File: src/rtl/config_shift_receiver_if.sv
// Three-wire configuration link (enable, sclk, data).
// The transmitter drives all three wires (master); the chip-side receiver
// only observes them (slave).
//   cfg_enable_i : frame enable, high for the whole frame
//   cfg_sclk_i   : shift clock, data sampled on its rising edge
//   cfg_data_i   : serial data, LSB first
interface config_shift_receiver_if;
    logic cfg_enable_i;
    logic cfg_sclk_i;
    logic cfg_data_i;

    modport master (
        output cfg_enable_i,
        output cfg_sclk_i,
        output cfg_data_i
    );

    modport slave (
        input cfg_enable_i,
        input cfg_sclk_i,
        input cfg_data_i
    );
endinterface

File: src/rtl/config_shift_receiver.sv
// Chip-side receiver for the 3-wire configuration link.
// Deserialises one 52-bit frame sent LSB first. Frames with exactly 52 bits
// are committed to the live mandelbrot configuration registers. Frames of
// any other length are discarded and flagged.
// Ports:
//   clk, rst_n    : system clock, asynchronous active-low reset
//   link (slave)  : enable / sclk / data wires, asynchronous to clk
//   cfg_x_o       : frame bits [15:0],  x start
//   cfg_y_o       : frame bits [31:16], y start
//   cfg_scale_o   : frame bits [38:32], step/scale
//   cfg_shift_o   : frame bits [41:39], colour shift
//   cfg_iter_o    : frame bits [51:42], max iteration mask
//   cfg_valid_o   : one-cycle pulse, new configuration committed
//   cfg_error_o   : one-cycle pulse, frame discarded (bit count != 52)
//   cfg_busy_o    : synchronised enable, a frame is in progress
module config_shift_receiver #(
    parameter int          SYNC_STAGES = 2,
    parameter logic [51:0] RESET_CFG   = 52'h03C7F_B500_6080
) (
    input  logic                          clk,
    input  logic                          rst_n,
    config_shift_receiver_if.slave        link,
    output logic [15:0]                   cfg_x_o,
    output logic [15:0]                   cfg_y_o,
    output logic [6:0]                    cfg_scale_o,
    output logic [2:0]                    cfg_shift_o,
    output logic [9:0]                    cfg_iter_o,
    output logic                          cfg_valid_o,
    output logic                          cfg_error_o,
    output logic                          cfg_busy_o
);

    localparam logic [5:0] FRAME_BITS = 6'd52;
    localparam logic [5:0] CNT_MAX    = 6'd63;

    // Synchroniser chains; all three share one depth so data stays aligned
    // with the sclk edge that samples it.
    logic [SYNC_STAGES-1:0] en_sync_r;
    logic [SYNC_STAGES-1:0] sck_sync_r;
    logic [SYNC_STAGES-1:0] dat_sync_r;
    // One extra flop on enable and sclk for edge detection.
    logic                   en_prev_r;
    logic                   sck_prev_r;

    logic        en_s;
    logic        sck_s;
    logic        dat_s;
    logic        en_rise_s;
    logic        en_fall_s;
    logic        sck_rise_s;

    logic [51:0] shadow_r;
    logic [51:0] shadow_nxt_s;
    logic [5:0]  bit_cnt_r;
    logic [5:0]  bit_cnt_nxt_s;

    logic [51:0] cfg_r;
    logic [51:0] cfg_nxt_s;
    logic        valid_r;
    logic        valid_nxt_s;
    logic        error_r;
    logic        error_nxt_s;

    assign en_s       = en_sync_r[SYNC_STAGES-1];
    assign sck_s      = sck_sync_r[SYNC_STAGES-1];
    assign dat_s      = dat_sync_r[SYNC_STAGES-1];
    assign en_rise_s  = en_s & ~en_prev_r;
    assign en_fall_s  = ~en_s & en_prev_r;
    assign sck_rise_s = sck_s & ~sck_prev_r;

    // Input synchronisers plus edge-detect history flops.
    always_ff @(posedge clk or negedge rst_n) begin
        if (!rst_n) begin
            en_sync_r  <= '0;
            sck_sync_r <= '0;
            dat_sync_r <= '0;
            en_prev_r  <= 1'b0;
            sck_prev_r <= 1'b0;
        end else begin
            en_sync_r  <= {en_sync_r[SYNC_STAGES-2:0],  link.cfg_enable_i};
            sck_sync_r <= {sck_sync_r[SYNC_STAGES-2:0], link.cfg_sclk_i};
            dat_sync_r <= {dat_sync_r[SYNC_STAGES-2:0], link.cfg_data_i};
            en_prev_r  <= en_s;
            sck_prev_r <= sck_s;
        end
    end

    // Shadow shift and bit counting. en_rise implies en_s, so a bit arriving
    // in the same cycle as the frame start is still captured and counted as 1.
    always_comb begin
        shadow_nxt_s  = shadow_r;
        bit_cnt_nxt_s = bit_cnt_r;
        if (sck_rise_s && en_s) begin
            shadow_nxt_s = {dat_s, shadow_r[51:1]};
        end else begin
            shadow_nxt_s = shadow_r;
        end
        if (en_rise_s) begin
            bit_cnt_nxt_s = sck_rise_s ? 6'd1 : 6'd0;
        end else if (sck_rise_s && en_s && (bit_cnt_r != CNT_MAX)) begin
            bit_cnt_nxt_s = bit_cnt_r + 6'd1;
        end else begin
            bit_cnt_nxt_s = bit_cnt_r;
        end
    end

    // Frame end: commit the whole shadow at once, or flag a bad length.
    always_comb begin
        cfg_nxt_s   = cfg_r;
        valid_nxt_s = 1'b0;
        error_nxt_s = 1'b0;
        if (en_fall_s) begin
            if (bit_cnt_r == FRAME_BITS) begin
                cfg_nxt_s   = shadow_r;
                valid_nxt_s = 1'b1;
            end else begin
                error_nxt_s = 1'b1;
            end
        end else begin
            cfg_nxt_s = cfg_r;
        end
    end

    // Shadow, counter and output registers.
    always_ff @(posedge clk or negedge rst_n) begin
        if (!rst_n) begin
            shadow_r  <= 52'd0;
            bit_cnt_r <= 6'd0;
            cfg_r     <= RESET_CFG;
            valid_r   <= 1'b0;
            error_r   <= 1'b0;
        end else begin
            shadow_r  <= shadow_nxt_s;
            bit_cnt_r <= bit_cnt_nxt_s;
            cfg_r     <= cfg_nxt_s;
            valid_r   <= valid_nxt_s;
            error_r   <= error_nxt_s;
        end
    end

    assign cfg_x_o     = cfg_r[15:0];
    assign cfg_y_o     = cfg_r[31:16];
    assign cfg_scale_o = cfg_r[38:32];
    assign cfg_shift_o = cfg_r[41:39];
    assign cfg_iter_o  = cfg_r[51:42];
    assign cfg_valid_o = valid_r;
    assign cfg_error_o = error_r;
    // en_prev_r is the registered synchronised enable.
    assign cfg_busy_o  = en_prev_r;

endmodule

File: src/flat_wrapper.sv
// flat-port wrapper written by rule: the top's interface ports become plain ports
module config_shift_receiver_flat 
#(
    parameter int          SYNC_STAGES = 2,
    parameter logic [51:0] RESET_CFG   = 52'h03C7F_B500_6080
)
  (clk, rst_n, cfg_x_o, cfg_y_o, cfg_scale_o, cfg_shift_o, cfg_iter_o, cfg_valid_o, cfg_error_o, cfg_busy_o, link_cfg_enable_i, link_cfg_sclk_i, link_cfg_data_i);
  config_shift_receiver_if link_i ();
  input  logic clk;
  input  logic rst_n;
  output logic [15:0] cfg_x_o;
  output logic [15:0] cfg_y_o;
  output logic [6:0] cfg_scale_o;
  output logic [2:0] cfg_shift_o;
  output logic [9:0] cfg_iter_o;
  output logic cfg_valid_o;
  output logic cfg_error_o;
  output logic cfg_busy_o;
  input wire logic [$bits(link_i.cfg_enable_i)-1:0] link_cfg_enable_i;
  input wire logic [$bits(link_i.cfg_sclk_i)-1:0] link_cfg_sclk_i;
  input wire logic [$bits(link_i.cfg_data_i)-1:0] link_cfg_data_i;
  assign link_i.cfg_enable_i = link_cfg_enable_i;
  assign link_i.cfg_sclk_i = link_cfg_sclk_i;
  assign link_i.cfg_data_i = link_cfg_data_i;
  config_shift_receiver #(.SYNC_STAGES(SYNC_STAGES), .RESET_CFG(RESET_CFG)) u_core (.clk(clk), .rst_n(rst_n), .link(link_i), .cfg_x_o(cfg_x_o), .cfg_y_o(cfg_y_o), .cfg_scale_o(cfg_scale_o), .cfg_shift_o(cfg_shift_o), .cfg_iter_o(cfg_iter_o), .cfg_valid_o(cfg_valid_o), .cfg_error_o(cfg_error_o), .cfg_busy_o(cfg_busy_o));
endmodule
File: config.mk
export PLATFORM = sky130hd
export DESIGN_NAME = config_shift_receiver_flat
export DESIGN_NICKNAME = d
export VERILOG_FILES = /design/src/rtl/config_shift_receiver_if.sv /design/src/rtl/config_shift_receiver.sv /design/src/flat_wrapper.sv
export SDC_FILE = /design/constraint.sdc
export NUM_CORES = 1
export LEC_CHECK = 0
export CAP_MARGIN = 30
export CORE_MARGIN = 2
export CORE_UTILIZATION = 35
export DETAILED_ROUTE_END_ITERATION = 12
export PLACE_DENSITY_LB_ADDON = 0.2
export SLEW_MARGIN = 20
export SYNTH_ARGS = -nofsm -noshare
export SYNTH_HDL_FRONTEND = slang
export SYNTH_SLANG_ARGS = --single-unit
File: constraint.sdc
create_clock -name clk -period 1.85 [get_ports clk]
set_clock_uncertainty 0.15 [all_clocks]
set_input_delay 0.4625 -clock clk [delete_from_list [all_inputs] [get_ports clk]]
set_output_delay 0.4625 -clock clk [all_outputs]
set_load 0.02 [all_outputs]
== Word-level counts from Yosys, hierarchy flattened ==
Index checks and enable logic that the tools add are counted.

* RAM bits: 0
* Logic and storage cells: 30
* Register bits: 120
* Latch bits: 0
* Memories kept: 0
* Output and inout port bits: 55
* ROM bits: 0

* Div/mod/pow operators: 0
* Add/subtract/negate cells: 1
* Reduce and logical (&&, ||, !) cells: 4
* Equality and inequality tests: 2
* Bitwise operators: 6
* Order comparisons: 0
* Multiply operators: 0
* Muxes and demuxes: 7
* Shift-type cells: 0

{| class="wikitable"
|+ Operators with widths
! kind !! number
|-
| 6-bit two-way mux || 2
|-
| 6-bit by 1-bit adder with 6-bit output, second input constant || 1
|-
| 6-bit equality test, second input constant || 1
|-
| 6-bit != test, second input constant || 1
|-
| 1-bit two-way mux || 5
|-
| 1-bit AND || 3
|-
| 1-bit NOT || 3
|-
| 1-bit logical AND || 2
|-
| 2-bit AND reduction || 1
|-
| 2-bit nonzero test || 1
|}

== Depth between registers and ports, before layout ==
Gate-level depths: netlist (run 1).

* Depth after elaboration: 6
* Depth in mapped cells: 5
* Mapped depth without buffers: 4

== Worst setup path after synthesis (run 1) ==
OpenSTA, ideal clock, no wires.

* Path kind: reg-to-reg
* Start point: reg u_core.en_prev_r (netlist: u_core.cfg_busy_o)
* End point: reg u_core.cfg_r[0]
* Path buffers: 1
* Stages on the path, launching flop included: 5
* Setup slack: 173 ps
* Data arrival time: 1,402 ps
* Setup time: 125 ps
* Cell sequence: dfrtp_1 > nor2b_1 > nand4_4 > buf_6 > mux2_4

* Word-level cells in the longest chain between the ends: 2

{| class="wikitable"
|+ RTL lines
! element !! line !! RTL
|-
| start: declaration || config_shift_receiver.sv:42 || <nowiki>logic en_prev_r;</nowiki>
|-
| start signal: assignment || config_shift_receiver.sv:83 || <nowiki>en_prev_r <= en_s;</nowiki>
|-
| 1-bit AND || config_shift_receiver.sv:68 || <nowiki>assign en_fall_s = ~en_s & en_prev_r;</nowiki>
|-
| 2-bit AND reduction (no source line) || - ||
|-
| end signal: assignment || config_shift_receiver.sv:135 || <nowiki>cfg_r <= cfg_nxt_s;</nowiki>
|-
| end: declaration || config_shift_receiver.sv:57 || <nowiki>logic [51:0] cfg_r;</nowiki>
|}

No other way between the ends.
A chain may end at the register's enable or synchronous reset.

== Worst setup path after layout (run 1) ==
* Start point: reg u_core.cfg_r[42]
* End point: out cfg_iter_o[0]

{| class="wikitable"
|+ RTL lines
! element !! line !! RTL
|-
| end: declaration || flat_wrapper.sv:15 || <nowiki>output logic [9:0] cfg_iter_o;</nowiki>
|}

No word-level cell between the ends.

==> reports/qor.log, run 1 <==
INFO  run_status     run_status=complete, no violations
INFO  cts            clock-root-buffer=clkbuf_16
INFO  final_layout   antenna_cells=0
INFO  placement      io_buffer_count=59
INFO  critical_path  critPathRequiredTime=1.24ns
INFO  cts            tritoncts=done
INFO  grt            antenna_found_initial=0
INFO  cts            tritoncts.num_buffers=17
INFO  floorplanning  initial_core_util=0.360
INFO  cts            clk_path_buf_depth=2
INFO  synthesis      synth.most_common_cell=nand2_1
INFO  sta            fmaxAchievable=0.551GHz
INFO  critical_path  worst_path_dominant_cell_family=flip-flops
INFO  final_layout   layoutNonFillerInstCount=652
INFO  cts            ctsHtreeMaxLevel=4
INFO  sta            unrepaired_setup_endpoints_after_global_routing=false
INFO  critical_path  rr_worst_depth=4
INFO  critical_path  crit_fanout=2
INFO  pwr            vdd_ir_drop_max=498uV
INFO  route          drt_pass1_iterations=4
INFO  critical_path  worstPathBufferInverterCount=1
INFO  critical_path  crit_type=reg -> out
INFO  floorplanning  die_width=121um
INFO  worst_hold_path holdPathEnd=u_core.dat_sync_r[1]
INFO  sta            worst_slew_pin_slew=0.419ns
INFO  sta            period_minus_slack=1.82ns
INFO  synthesis      synth_ff_type=dfrtp_1
INFO  pwr            power_leakage=3.38nW
INFO  final_layout   areaGrowthSynthToFinish=29.5%
INFO  critical_path  regToRegEndpoint=u_core.bit_cnt_r[0]
INFO  pwr            power.density_cell_area=981nW/um2
INFO  synthesis      synth.lib_cells_used.distinct=33
INFO  synthesis      netlist_top_cells_area=dfrtp_1 (53%), mux2_4 (15%), nand2_1 (13%)
INFO  cts            cts.sink_count=120
INFO  placement      gp_congestion=0.739
INFO  final_layout   filler_cell_count=1,226
INFO  grt            globalRouteTotalUtil=0.137
INFO  grt            vias_in_the_first_global_route=3,025
INFO  floorplanning  rows=42
INFO  job            max_cap_violations=0
INFO  critical_path  timing.critical_path.from_type=flop
INFO  worst_hold_path min_delay_path_depth=0
INFO  critical_path  cpMaxStageDelayCell=dfstp_2
INFO  synthesis      synthesis.nets=393
INFO  worst_hold_path hold_path_class=reg -> reg
INFO  route          iteration_0_drc_markers=134
INFO  floorplanning  die_h=121um
INFO  final_layout   final_core_util=0.466
INFO  synthesis      synth_commonest_cells=nand2_1 (160), dfrtp_1 (101), mux2_4 (49)
INFO  synthesis      synthesis.yosys.warnings=0
INFO  synthesis      synth_top_area_frac=0.528
INFO  synthesis      ys_seq_elements=120
INFO  critical_path  register_to_register_setup_slack=0.13ns
INFO  synthesis      synthArstFlopShare=1.00
INFO  route          detail_route.vias_per_cell=4.50
INFO  route          wl_per_cell=13.4um
INFO  floorplanning  die-area=14,600um2
INFO  floorplanning  pin_count=60
INFO  synthesis      netlist.top_cell.by_area=dfrtp_1
INFO  critical_path  critical_path_origin=u_core.cfg_r[42]
INFO  route          drc_errors=0
INFO  synthesis      synthCells=386
INFO  critical_path  endpoint_kind=output port
INFO  critical_path  arrival=1.20ns
INFO  final_layout   layout.nets=470
INFO  sta            report.final.setup_viol=0
INFO  grt            grt_start_max_net_pins=44
INFO  sta            relSlewSlack=0.721
INFO  pwr            total_power=6.08mW
INFO  sta            finalHoldViolCount=0
INFO  synthesis      synth-edff-count=0
INFO  grt            globalRoute.totalOverflow=0
INFO  critical_path  cells_along_the_critical_path=clkdlybuf4s15_2
INFO  floorplanning  floorplan.core_area=13,300um2
INFO  sta            fin_crit_sh=0.982
INFO  synthesis      ys_seq_area_frac=0.632
INFO  synthesis      post_synth.cell_area_avg=12.4um2
INFO  worst_hold_path holdCritStartpoint=u_core.dat_sync_r[0]
INFO  cts            worst_skew_pair.late_latency=0.41ns
INFO  final_layout   multi_input_area=1620um2
INFO  route          dr_total_vias=2,937
INFO  sta            slew_viol_final=0
INFO  route          route.antenna.remaining_nets=0
INFO  route          detail_route.wirelength=8750um
INFO  critical_path  worstReg2RegStart=u_core.bit_cnt_r[0]
INFO  final_layout   post_route_cells_drive_above_1_share=0.284
INFO  cts            clk_pin_slew_worst_paths=0.05ns
INFO  sta            setup-tns-final=0ns
INFO  placement      placed_cells_incl_taps=614
INFO  critical_path  crit_path_max_incr_delay=0.53ns
INFO  grt            grt_pass1_wl=15,200um
INFO  synthesis      netlist_area=4790um2
INFO  placement      place_hpwl=5620um
INFO  final_layout   area.sequential=3030um2
-- through the flow --
step	worst slack [ns]	hold slack (ns)	area (um2)
finish	0.0336	0.196	6200
global route	0.000991	0.213	6200
CTS	0.00840	0.202	6180
detailed placement	0.0942	0.163	5630
global placement	0.132	0.161	5630
floorplan	0.173	0.0169	4790
-- repair_timing --
item                       CTS  global route
setup buffers                0             5
hold buffers                 1             0
gates resized for setup     93             5
pin swaps                    0             1
hold endpoints to repair   105             0
gates cloned                 0             0
setup endpoints to repair   55             5
-- registers in the layout, summed over array words and instances (netlist names) --
register            cells
u_core.sck_sync_r       2
u_core.cfg_error_o      1
u_core.cfg_busy_o       1
u_core.cfg_valid_o      1
u_core.cfg_r           52
u_core.dat_sync_r       2
u_core.bit_cnt_r        6
u_core.sck_prev_r       1
u_core.en_sync_r        2
u_core.shadow_r        52
-- layout make-up --
type / count / share of cell area
Multi-Input combinational cell: 243 / 0.262
Clock inverter: 3 / 0.0105
Inverter: 4 / 0.00242
Timing Repair Buffer: 77 / 0.120
Clock buffer: 29 / 0.0808
Tap cell: 176 / 0.0355
Sequential cell: 120 / 0.488
-- worst register-to-register path: stages (launching register included) --
cell,delay (ns)
dfrtp_1,0.41
ha_1,0.25
and3_1,0.24
a2111o_1,0.43
o221a_2,0.12
-- cells in the final DEF (no fill, tap or decap), types with 2 or more instances in the layout --
cell / n
mux2i_1: 2
buf_2: 3
clkdlybuf4s15_2: 16
bufinv_16: 2
mux2_2: 3
and2b_1: 2
buf_4: 13
dfstp_2: 19
mux2_4: 49
dlygate4sd2_1: 35
and2_1: 2
ha_1: 2
clkbuf_16: 17
buf_12: 5
inv_1: 4
nand2b_1: 2
clkdlybuf4s50_1: 3
dfrtp_1: 101
nand2_1: 160
a21oi_1: 4
a311oi_1: 2
clkbuf_8: 3
clkbuf_1: 9
-- cells by family after synthesis --
family / count (synthesis) / share of synthesized area
flip-flops: 120 / 0.632
buffers and inverters: 23 / 0.0285
AO/OA/AOI/OAI: 12 / 0.0188
adder cells (fa/ha/maj): 2 / 0.00523
AND/OR/NAND/NOR: 175 / 0.150
multiplexers: 54 / 0.165
-- worst max-delay path by stage --
stage | to | slack, ns | cells after the start
floorplan | u_core.cfg_r[0] | 0.17 | 4
global placement | cfg_y_o[13] | 0.13 | 1
detailed placement | u_core.bit_cnt_r[5] | 0.09 | 3
CTS | cfg_iter_o[3] | 0.008 | 1
global route | cfg_iter_o[0] | 0.001 | 1
finish | cfg_iter_o[0] | 0.03 | 1
-- metal layers --
layer	track usage	part of all wire	vias up
li1	-	-	1411
met1	0.171	0.46	1458
met2	0.207	0.48	52
met3	0.0465	0.040	16
met4	0.0785	0.022	0
met5	0	0	-
-- power by group --
group          total [mW]  switching (mW)  internal, mW
clock                3.15            1.06          2.09
sequential           2.74          0.0459          2.69
combinational       0.198           0.127        0.0706
total                6.08            1.23          4.85
Power figures use the tool's default switching activity.
==> inputs of run 2 (changes only) <==
Settings changed: SKIP_CTS_REPAIR_TIMING set to 1, SKIP_LAST_GASP set to 1.
==> reports/qor.log, run 2 (same netlist as run 1, synthesis figures left out) <==
INFO  pwr            total_power=6.09mW
INFO  job            max_cap_violations=0
INFO  grt            grt_start_max_net_pins=44
INFO  placement      place_hpwl=5620um
INFO  cts            clk_pin_slew_worst_paths=0.05ns
INFO  placement      post_dp_cell_area=5630um2
INFO  critical_path  crit_type=reg -> out
INFO  final_layout   largestRegisters=u_core.cfg_r x52, u_core.shadow_r x52, u_core.bit_cnt_r x6
INFO  route          detail_route.vias_per_cell=4.51
INFO  sta            setup_ws=0.0736ns
INFO  placement      placed_cells_incl_taps=614
INFO  grt            grt_pass1_wl=15,000um
INFO  critical_path  endpoint_kind=output port
INFO  grt            antenna_found_initial=0
INFO  floorplanning  pin_count=60
INFO  sta            worst_slew_pin_slew=0.421ns
INFO  critical_path  worstPathBufferInverterCount=1
INFO  pwr            power.density_cell_area=954nW/um2
INFO  pwr            power_leakage=4.21nW
INFO  cts            ctsHtreeMaxLevel=4
INFO  critical_path  crit_path_max_incr_delay=0.53ns
INFO  run_status     run_status=complete, no violations
INFO  critical_path  worst_path_dominant_cell_family=flip-flops
INFO  sta            slew_viol_final=0
INFO  floorplanning  rows=42
INFO  critical_path  arrival=1.16ns
INFO  worst_hold_path hold_path_class=reg -> reg
INFO  final_layout   antenna_cells=0
INFO  cts            clock-root-buffer=clkbuf_16
INFO  final_layout   post_route_cells_drive_above_1_share=0.242
INFO  route          drt_pass1_iterations=4
INFO  grt            vias_in_the_first_global_route=3,002
INFO  floorplanning  die_width=121um
INFO  critical_path  cpMaxStageDelayCell=dfstp_2
INFO  route          drc_errors=0
INFO  placement      io_buffer_count=59
INFO  floorplanning  initial_core_util=0.360
INFO  critical_path  crit_fanout=2
INFO  final_layout   mostFrequentLayoutCells=nand2_1 (160), dfrtp_1 (101), dlymetal6s2s_1 (55), mux2_4 (49), dfstp_2 (19)
INFO  route          detail_route.wirelength=8890um
INFO  critical_path  cells_along_the_critical_path=dlymetal6s2s_1
INFO  final_layout   layout.nets=470
INFO  critical_path  timing.critical_path.from_type=flop
INFO  sta            finalHoldViolCount=0
INFO  final_layout   layoutNonFillerInstCount=652
INFO  final_layout   multi_input_area=1620um2
INFO  route          dr_total_vias=2,942
INFO  placement      detailedPlace.worstSlack=0.0942ns
INFO  floorplanning  die_h=121um
INFO  sta            fmaxAchievable=0.563GHz
INFO  route          iteration_0_drc_markers=142
INFO  cts            tritoncts=done
INFO  grt            globalRouteTotalUtil=0.135
INFO  pwr            vdd_ir_drop_max=497uV
INFO  sta            period_minus_slack=1.78ns
INFO  final_layout   mostFrequentLayoutCell=nand2_1
INFO  final_layout   stdcell_area=6380um2
INFO  floorplanning  die-area=14,600um2
INFO  cts            tritoncts.num_buffers=17
INFO  sta            report.final.setup_viol=0
INFO  floorplanning  floorplan.core_area=13,300um2
INFO  cts            cts.sink_count=120
INFO  sta            fin_crit_sh=0.960
INFO  route          wl_per_cell=13.6um
INFO  route          route.antenna.remaining_nets=0
INFO  final_layout   areaGrowthSynthToFinish=33.3%
INFO  cts            clk_path_buf_depth=2
INFO  sta            relSlewSlack=0.719
INFO  cts            worst_skew_pair.late_latency=0.41ns
INFO  final_layout   area.sequential=3030um2
INFO  placement      gp_congestion=0.739
INFO  final_layout   filler_cell_count=1,202
INFO  sta            unrepaired_setup_endpoints_after_global_routing=false
INFO  critical_path  critPathRequiredTime=1.24ns
INFO  grt            globalRoute.totalOverflow=0
[run 2: cell count changes in the layout (fill, tap and decap cells not counted)]
| cell | before | now |
|---|---|---|
| dlygate4sd2_1 | 35 | 0 |
| clkbuf_2 | 1 | 0 |
| buf_2 | 3 | 0 |
| dlymetal6s2s_1 | 0 | 55 |
| clkdlybuf4s15_2 | 16 | 0 |
[run 2: path summary, 6_finish.rpt]
kind	startpoint	end	slack, ns	cells past startpoint
min in group asynchronous	rst_n	u_core.cfg_r[39]	0.30	2
setup / recovery	u_core.cfg_r[42]	cfg_iter_o[0]	0.07	1
hold reg to reg	u_core.dat_sync_r[0]	u_core.dat_sync_r[1]	0.20	0
max in group asynchronous	rst_n	u_core.cfg_r[14]	0.72	3
hold / removal	u_core.dat_sync_r[0]	u_core.dat_sync_r[1]	0.20	0
setup reg to reg	u_core.bit_cnt_r[0]	u_core.bit_cnt_r[0]	0.12	4
[run 2: power breakdown]
| part | total (mW) | internal [mW] | leakage [nW] | switching, mW |
|---|---|---|---|---|
| logic | 0.200 | 0.0721 | 2.36 | 0.127 |
| clock network | 3.15 | 2.09 | 0.274 | 1.06 |
| registers | 2.74 | 2.69 | 1.58 | 0.0457 |
[run 2: metal layers]
layer	up-vias	GRT usage	wire length (um)	share of wire
met2	54	0.202	4240	0.48
li1	1408	-	-	-
met4	0	0.0785	206	0.023
met3	18	0.0465	360	0.041
met1	1462	0.170	4080	0.46
met5	-	0	0	0
[run 2: area by class of cell]
cell class | instances | share of cell area
timing repair buffer | 77 | 0.145
multi-input combinational | 243 | 0.255
clock buffer | 29 | 0.0785
sequential | 120 | 0.475
inverter | 4 | 0.00235
tap | 176 | 0.0345
clock inverter | 3 | 0.0102
[run 2: through the flow]
| step | setup TNS (ns) | hold slack (ns) | utilization |
|---|---|---|---|
| floorplan | 0 | 0.0169 | - |
| global placement | 0 | 0.161 | 0.423 |
| detailed placement | 0 | 0.163 | 0.423 |
| CTS | -12.33 | -0.289 | 0.466 |
| global route | 0 | 0.213 | 0.480 |
| finish | 0 | 0.196 | 0.480 |
==> inputs of run 3 (changes only) <==
Settings changed: HOLD_SLACK_MARGIN set to 0.05.
==> results of run 3 <==
The final DEF is identical to that of run 2; final timing and power are the same.
